## src/rtl/if_prefetch_queue.sv

```systemverilog
// Instruction prefetch queue between fetch and decode: circular buffer of
// (pc, instruction) pairs with valid/ready on both sides, first-word fall-through and flush.
module if_prefetch_queue #(
  parameter int ADDRESS_LEN = 32,
  parameter int DEPTH       = 4,
  parameter int COUNT_W     = $clog2(DEPTH) + 1
) (
  input  logic                   clk,
  input  logic                   rst,
  input  logic                   flush,
  input  logic                   push_valid,
  input  logic [ADDRESS_LEN-1:0] push_pc,
  input  logic [ADDRESS_LEN-1:0] push_instruction,
  output logic                   push_ready,
  input  logic                   pop_ready,
  output logic                   pop_valid,
  output logic [ADDRESS_LEN-1:0] pc_out,
  output logic [ADDRESS_LEN-1:0] instruction_out,
  output logic [COUNT_W-1:0]     count
);

  localparam int PTR_W = $clog2(DEPTH);

  logic [PTR_W-1:0]       wr_ptr_reg;
  logic [PTR_W-1:0]       rd_ptr_reg;
  logic [COUNT_W-1:0]     count_reg;
  logic [COUNT_W-1:0]     count_next;
  logic [ADDRESS_LEN-1:0] pc_mem    [DEPTH];
  logic [ADDRESS_LEN-1:0] instr_mem [DEPTH];

  logic push_fire;
  logic pop_fire;
  logic empty;

  assign empty      = (count_reg == '0);
  // push_ready looks only at registered occupancy, never at pop_ready.
  assign push_ready = (count_reg != COUNT_W'(DEPTH));
  assign pop_valid  = !empty && !flush;
  assign push_fire  = push_valid && push_ready && !flush;
  assign pop_fire   = pop_valid && pop_ready;

  // Empty queue presents a zero (NOP) bubble rather than stale storage.
  assign pc_out          = empty ? '0 : pc_mem[rd_ptr_reg];
  assign instruction_out = empty ? '0 : instr_mem[rd_ptr_reg];
  assign count           = count_reg;

  always_comb begin
    count_next = count_reg;
    if (push_fire && !pop_fire) begin
      count_next = count_reg + COUNT_W'(1);
    end else if (pop_fire && !push_fire) begin
      count_next = count_reg - COUNT_W'(1);
    end
  end

  always_ff @(posedge clk or negedge rst) begin
    if (!rst) begin
      wr_ptr_reg <= '0;
      rd_ptr_reg <= '0;
      count_reg  <= '0;
    end else if (flush) begin
      wr_ptr_reg <= '0;
      rd_ptr_reg <= '0;
      count_reg  <= '0;
    end else begin
      if (push_fire) wr_ptr_reg <= wr_ptr_reg + PTR_W'(1);
      if (pop_fire)  rd_ptr_reg <= rd_ptr_reg + PTR_W'(1);
      count_reg <= count_next;
    end
  end

  // Storage is not cleared on flush; the zeroed pointers make old entries unreachable.
  always_ff @(posedge clk or negedge rst) begin
    if (!rst) begin
      for (int i = 0; i < DEPTH; i++) begin
        pc_mem[i]    <= '0;
        instr_mem[i] <= '0;
      end
    end else if (push_fire) begin
      pc_mem[wr_ptr_reg]    <= push_pc;
      instr_mem[wr_ptr_reg] <= push_instruction;
    end
  end

endmodule

```

## config.mk

```make
export PLATFORM = sky130hd
export DESIGN_NAME = if_prefetch_queue
export DESIGN_NICKNAME = d
export VERILOG_FILES = /design/src/rtl/if_prefetch_queue.sv
export SDC_FILE = /design/constraint.sdc
export NUM_CORES = 1
export LEC_CHECK = 0
export ABC_AREA = 1
export CAP_MARGIN = 20
export CELL_PAD_IN_SITES_DETAIL_PLACEMENT = 0
export CELL_PAD_IN_SITES_GLOBAL_PLACEMENT = 1
export CORE_MARGIN = 2
export CORE_UTILIZATION = 31
export CTS_BUF_LIST = sky130_fd_sc_hd__clkbuf_4 sky130_fd_sc_hd__clkbuf_8
export DETAILED_ROUTE_END_ITERATION = 6
export DONT_BUFFER_PORTS = 1
export HOLD_SLACK_MARGIN = 0.08
export PLACE_DENSITY = 0.54
export SYNTH_ARGS = -nofsm -noshare
export SYNTH_HDL_FRONTEND = slang
export SYNTH_SLANG_ARGS = --single-unit
```

## constraint.sdc

```tcl
create_clock -name clk -period 3.4 [get_ports clk]
set_clock_uncertainty 0.1 [all_clocks]
set_input_delay 0.68 -clock clk [delete_from_list [all_inputs] [get_ports clk]]
set_output_delay 0.68 -clock clk [all_outputs]
set_load 0.005 [all_outputs]
```

======== Word level (Yosys, flattened, before mapping) ========
Cells that the tools add are included.
cells by class
  magnitude comparators ................... 3
  equal/unequal tests ..................... 1
  muxes and demuxes ....................... 19
  add/sub/neg operators ................... 4
  reductions and logical operators ........ 15
  bitwise operators ....................... 2
operator list
  operator             count
  $bwmux 128           2
  $mux 32              7
  $bmux 32 s2          2
  $demux 32 s2         1
  $mux 3               3
  $mux 2               4
  $logic_and 1x1->1    7
  $ge 3x3->1 const B   2
  $not 2->3            2
  $add 2x1->2 const B  2
  $logic_not 1->1      4
  $reduce_bool 2->1    2
  $add 3x1->3 const B  1
  $logic_not 3->1      1
  $lt 3x1->1 const B   1
  $ne 3x3->1 const B   1
  $reduce_bool 3->1    1
  $sub 3x1->3 const B  1
storage, ports and cells
  output and inout port bits .............. 69
  word-level logic and storage cells ...... 55
  register bits ........................... 263
  bits of input ports ..................... 69

======== Depth between registers and ports, before layout ========
  depth after elaboration ................. 8
  mapped depth ............................ 13
  mapped depth without buffers ............ 13

======== Least setup slack after synthesis ========
Ideal clock, no wire load.
  path type ............................... input to register
  start point ............................. in flush
  end point ............................... reg count_reg[2] (netlist: count[2])
  data arrival time ....................... 1.864 ns
  cell stages on the path ................. 11
  setup time .............................. 0.116 ns
  data required time ...................... 3.184 ns
  path buffers ............................ 0
  setup slack ............................. 1.319 ns
  cells stage by stage .................... inv_1 -> nand3_1 -> nand2_1 -> inv_1 -> fa_1 -> xnor2_1 -> inv_1 -> nand2_1 -> nand2_1 -> nand2_1 -> nand2_1
on the way
  word-level cells in the longest chain between the ends .. 7
  elaborated cells between the ends (all ways) .. 11
  those cells by class .................... 2 x mux; 9 x reduce/logical
ends and longest elaborated chain
  element               RTL line  text
  from (decl)           10        input logic flush,
  $logic_not 1->1       38, 39
  $logic_and 1x1->1     38        assign pop_valid = !empty && !flush;
  $logic_and 1x1->1     40        assign pop_fire = pop_valid && pop_ready;
  $logic_not 1->1       49        if (push_fire && !pop_fire) begin
  $logic_and 1x1->1     49
  $mux 3                49
  $mux 3                61        end else if (flush) begin
  to (signal assigned)  68        count_reg <= count_next;
  to (decl)             26        logic [COUNT_W-1:0] count_reg;
Several ways; a longest one is shown, not always the timed one.
A chain may end at the register's enable or synchronous reset.

======== Worst setup path in the final report ========
  start point ............................. reg rd_ptr_reg[0]
  end point ............................... out instruction_out[16]
on the way
  word-level cells in the longest chain between the ends .. 5
ends and longest elaborated chain
  element                                      RTL line  text
  from (decl)                                  25        logic [PTR_W-1:0] rd_ptr_reg;
  from (signal assigned)                       67        if (pop_fire) rd_ptr_reg <= rd_ptr_reg + PTR_W'(1);
  $not 2->3 (not written as such)              44        assign instruction_out = empty ? '0 : instr_mem[rd_ptr_reg];
  $bmux 32 s2                                  44
  $mux 32 (not written as such) (2 in series)  44
  $mux 32                                      44
  to (decl)                                    18        output logic [ADDRESS_LEN-1:0] instruction_out,
Every way passes these cells. The select of a mux whose other input is x is not followed.

==> results.txt <==
CTS tree: done
Net Count, Synth: 1,523
R2R setup slack: 1210 ps
Final WS setup: 284 ps
First drt pass iteration count: 7
Clock Sinks: 263
Power share of the combinational group: 0.334
Vias: 9,308
Clk pin slew, worst setup/hold paths: 60 ps
Most used cells in the layout excluding fill and tap cells: nand2_1 (275), dfrtp_1 (261), nor2_1 (258)
Startpoint types: register
Rows: 74
Worst path arrival time: 2340 ps
FFs w/ async S/R, synth: 1.00
Clock buffer depth: 3
CP Class: reg2out
Final GP Congestion: 0.684
Tmin final: 3120 ps
Post-synth EDFFs: 0
Post-Syn Instances: 1,449
Required time worst endpoint: 2620 ps
Leakage: 6.41 nW
Mean Syn Cell Area: 8.73 um^2
Crit path cell chain: buf_12 -> nor2_1 -> nor2_1 -> o21ai_0 -> a21oi_1
Unique cell type count in the Yosys netlist: 21
CTS hold repair buffers: 1
Int Pwr: 7.99 mW
Worst r2r src: count[1]$_DFFE_PN0P_
Clock share of power: 0.260
Fin Setup TNS: 0 ps
Maximum vdd drop: 0.000432 V
First-pass GRT wire length: 55,100 um
Initial antenna violation count: 0
Synth Register Bits: 263
Fin crit share: 0.917
Slowest stage delay, CP: 510 ps
Mapped cell area: 12,600 um^2
Ratio of cells with drive above 1 in the final layout: 0.169
Vias per inst: 4.69
Global route total overflow: 0
Slew HR: 0.321
Max FO, Critical Path: 128
Psw: 4.79 mW
Worst Tran Pin Value: 1020 ps
Clock Latency Late Sink: 610 ps
Seq pwr share: 0.407
Die Area: 42,400 um^2
Net Sw Frac: 0.375
DRC: 0
FMAX: 321 MHz
Final hold violation count: 263
Worst Reg-to-Reg Cells: 8
Multi-input combinational cell area: 4970 um^2
Ant. Diodes: 0
Final #Nets: 1,488
Sequential Area: 6590 um^2
Ys flop type: dfrtp_1
HPWL after detailed placement: 18,500 um
Max-cap violations: 0
Antenna-violating nets left: 0
Layout fillers: 4,326
Die Wd: 206 um
Final max-slew violation count: 0
Clock root cell: clkbuf_8
Total power draw: 12.8 mW
Chip height: 206 um
Vias in the first global route: 9,478
Finish-stage setup viols: 0
IO Port Bufs: 0
CP dominant cell by count: nor2_1
Power Dens Cells: 926 nW/um^2
Wire per inst: 17.3 um
Starting density of the core: 0.312
Post-Place Setup Slack: 743 ps
Failing checks: hold timing
Drt initial violations: 559
Io pins: 138
Postcts setup bufs: 0
Largest net degree at the start of global routing: 264
Ys Warns: 0
Hold slack: -332 ps
Critical path endpoint category: output pin
Drt total wl: 34,300 um
Commonest non-fill, non-tap cell in the layout: nand2_1
CTS buffer count: 50
Area growth, synth to finish: 9.13%
RSZ-0062 raised after global routing: false
Core area: 40,600 um^2
Status: finished, violations left
Sequential share of the synthesized area: 0.520
Total track usage: 0.167
Reg2reg end: pc_mem[21]$_DFFE_PN0P_
Slowest-stage cell, CP: buf_12
# H-tree levels: 2
Worst hold path class: in2async
-- worst max-delay path: cells and delay by family (launching register included) --
kind            cells  cell delay, ps
flops               1             440
compound gates      2             520
simple gates        2             210
buf+inv             1             510
-- synthesized netlist by cell type, types with 6 or more instances --
cell | count | area (um^2)
clkbuf_1 | 22 | 82.6
buf_2 | 16 | 80.1
o21ai_1 | 128 | 641
nand2_4 | 6 | 67.6
o21ai_2 | 128 | 1120
buf_6 | 56 | 631
buf_1 | 9 | 33.8
dfrtp_1 | 263 | 6580
nor2_1 | 258 | 968
nand2_1 | 275 | 1030
inv_1 | 75 | 282
a21oi_1 | 64 | 320
o21ai_0 | 133 | 666
-- metrics by stage --
step | instance area (um^2) | cells | util | hold slack (ps)
4_1_cts | 13800 | 1984 | 0.340 | -395
5_1_grt | 13800 | 1984 | 0.340 | -394
2_1_floorplan | 12600 | 1449 | - | 284
3_3_place_gp | 12700 | 1893 | 0.314 | 291
3_5_place_dp | 12700 | 1893 | 0.314 | 293
6_report | 13800 | 1984 | 0.340 | -332
-- cells by family (layout without fill, tap and decap cells) --
logic type / after synthesis / after routing / share of synthesized area
AND/OR/NAND/NOR: 545 / 545 / 0.167
buffers and inverters: 181 / 184 / 0.0885
AO/OA/AOI/OAI: 454 / 454 / 0.218
flip-flops: 263 / 263 / 0.520
XOR/XNOR: 1 / 1 / 0.000693
adder cells (fa/ha/maj): 5 / 5 / 0.00554
-- layout make-up --
type,instances,share of cell area
sequential,263,0.477
clock buffer,86,0.0753
timing repair buffer,16,0.0161
multi-input combinational,1005,0.360
tap,532,0.0482
inverter,78,0.0214
clock inverter,4,0.00208
-- power by group through the flow --
stage / combinational [mW] / clock, mW / sequential (mW)
2_1_floorplan: 3.42 / 0 / 5.06
3_3_place_gp: 4.30 / 0 / 5.22
3_5_place_dp: 4.35 / 0 / 5.23
4_1_cts: 4.37 / 3.46 / 5.20
5_1_grt: 4.96 / 3.62 / 5.38
6_report: 4.26 / 3.32 / 5.20
-- layer usage --
layer	share of wire	vias up	wire length, um	GRT usage
li1	-	4653	-	-
met1	0.47	4420	16300	0.223
met2	0.45	179	15500	0.264
met3	0.053	56	1830	0.0453
met4	0.021	0	733	0.0487
met5	0	-	0	0
-- how the worst max path moves through the flow --
stage	from	to	slack, ps
after CTS	rd_ptr_reg[0]$_DFFE_PN0P_	instruction_out[16]	20
after global placement	rd_ptr_reg[0]$_DFFE_PN0P_	instruction_out[16]	670
final	rd_ptr_reg[0]$_DFFE_PN0P_	instruction_out[16]	280
after global routing	rd_ptr_reg[0]$_DFFE_PN0P_	instruction_out[16]	50
after floorplan	flush	count[2]$_DFFE_PN0P_	1320
after detailed placement	rd_ptr_reg[0]$_DFFE_PN0P_	instruction_out[16]	740
-- what timing repair did --
action	4_1_cts	5_1_grt
endpoints found under the setup margin	0	1
gates resized for setup	0	1
endpoints found under the hold margin	264	263
No activity file was read; power rests on OpenSTA's default activity.
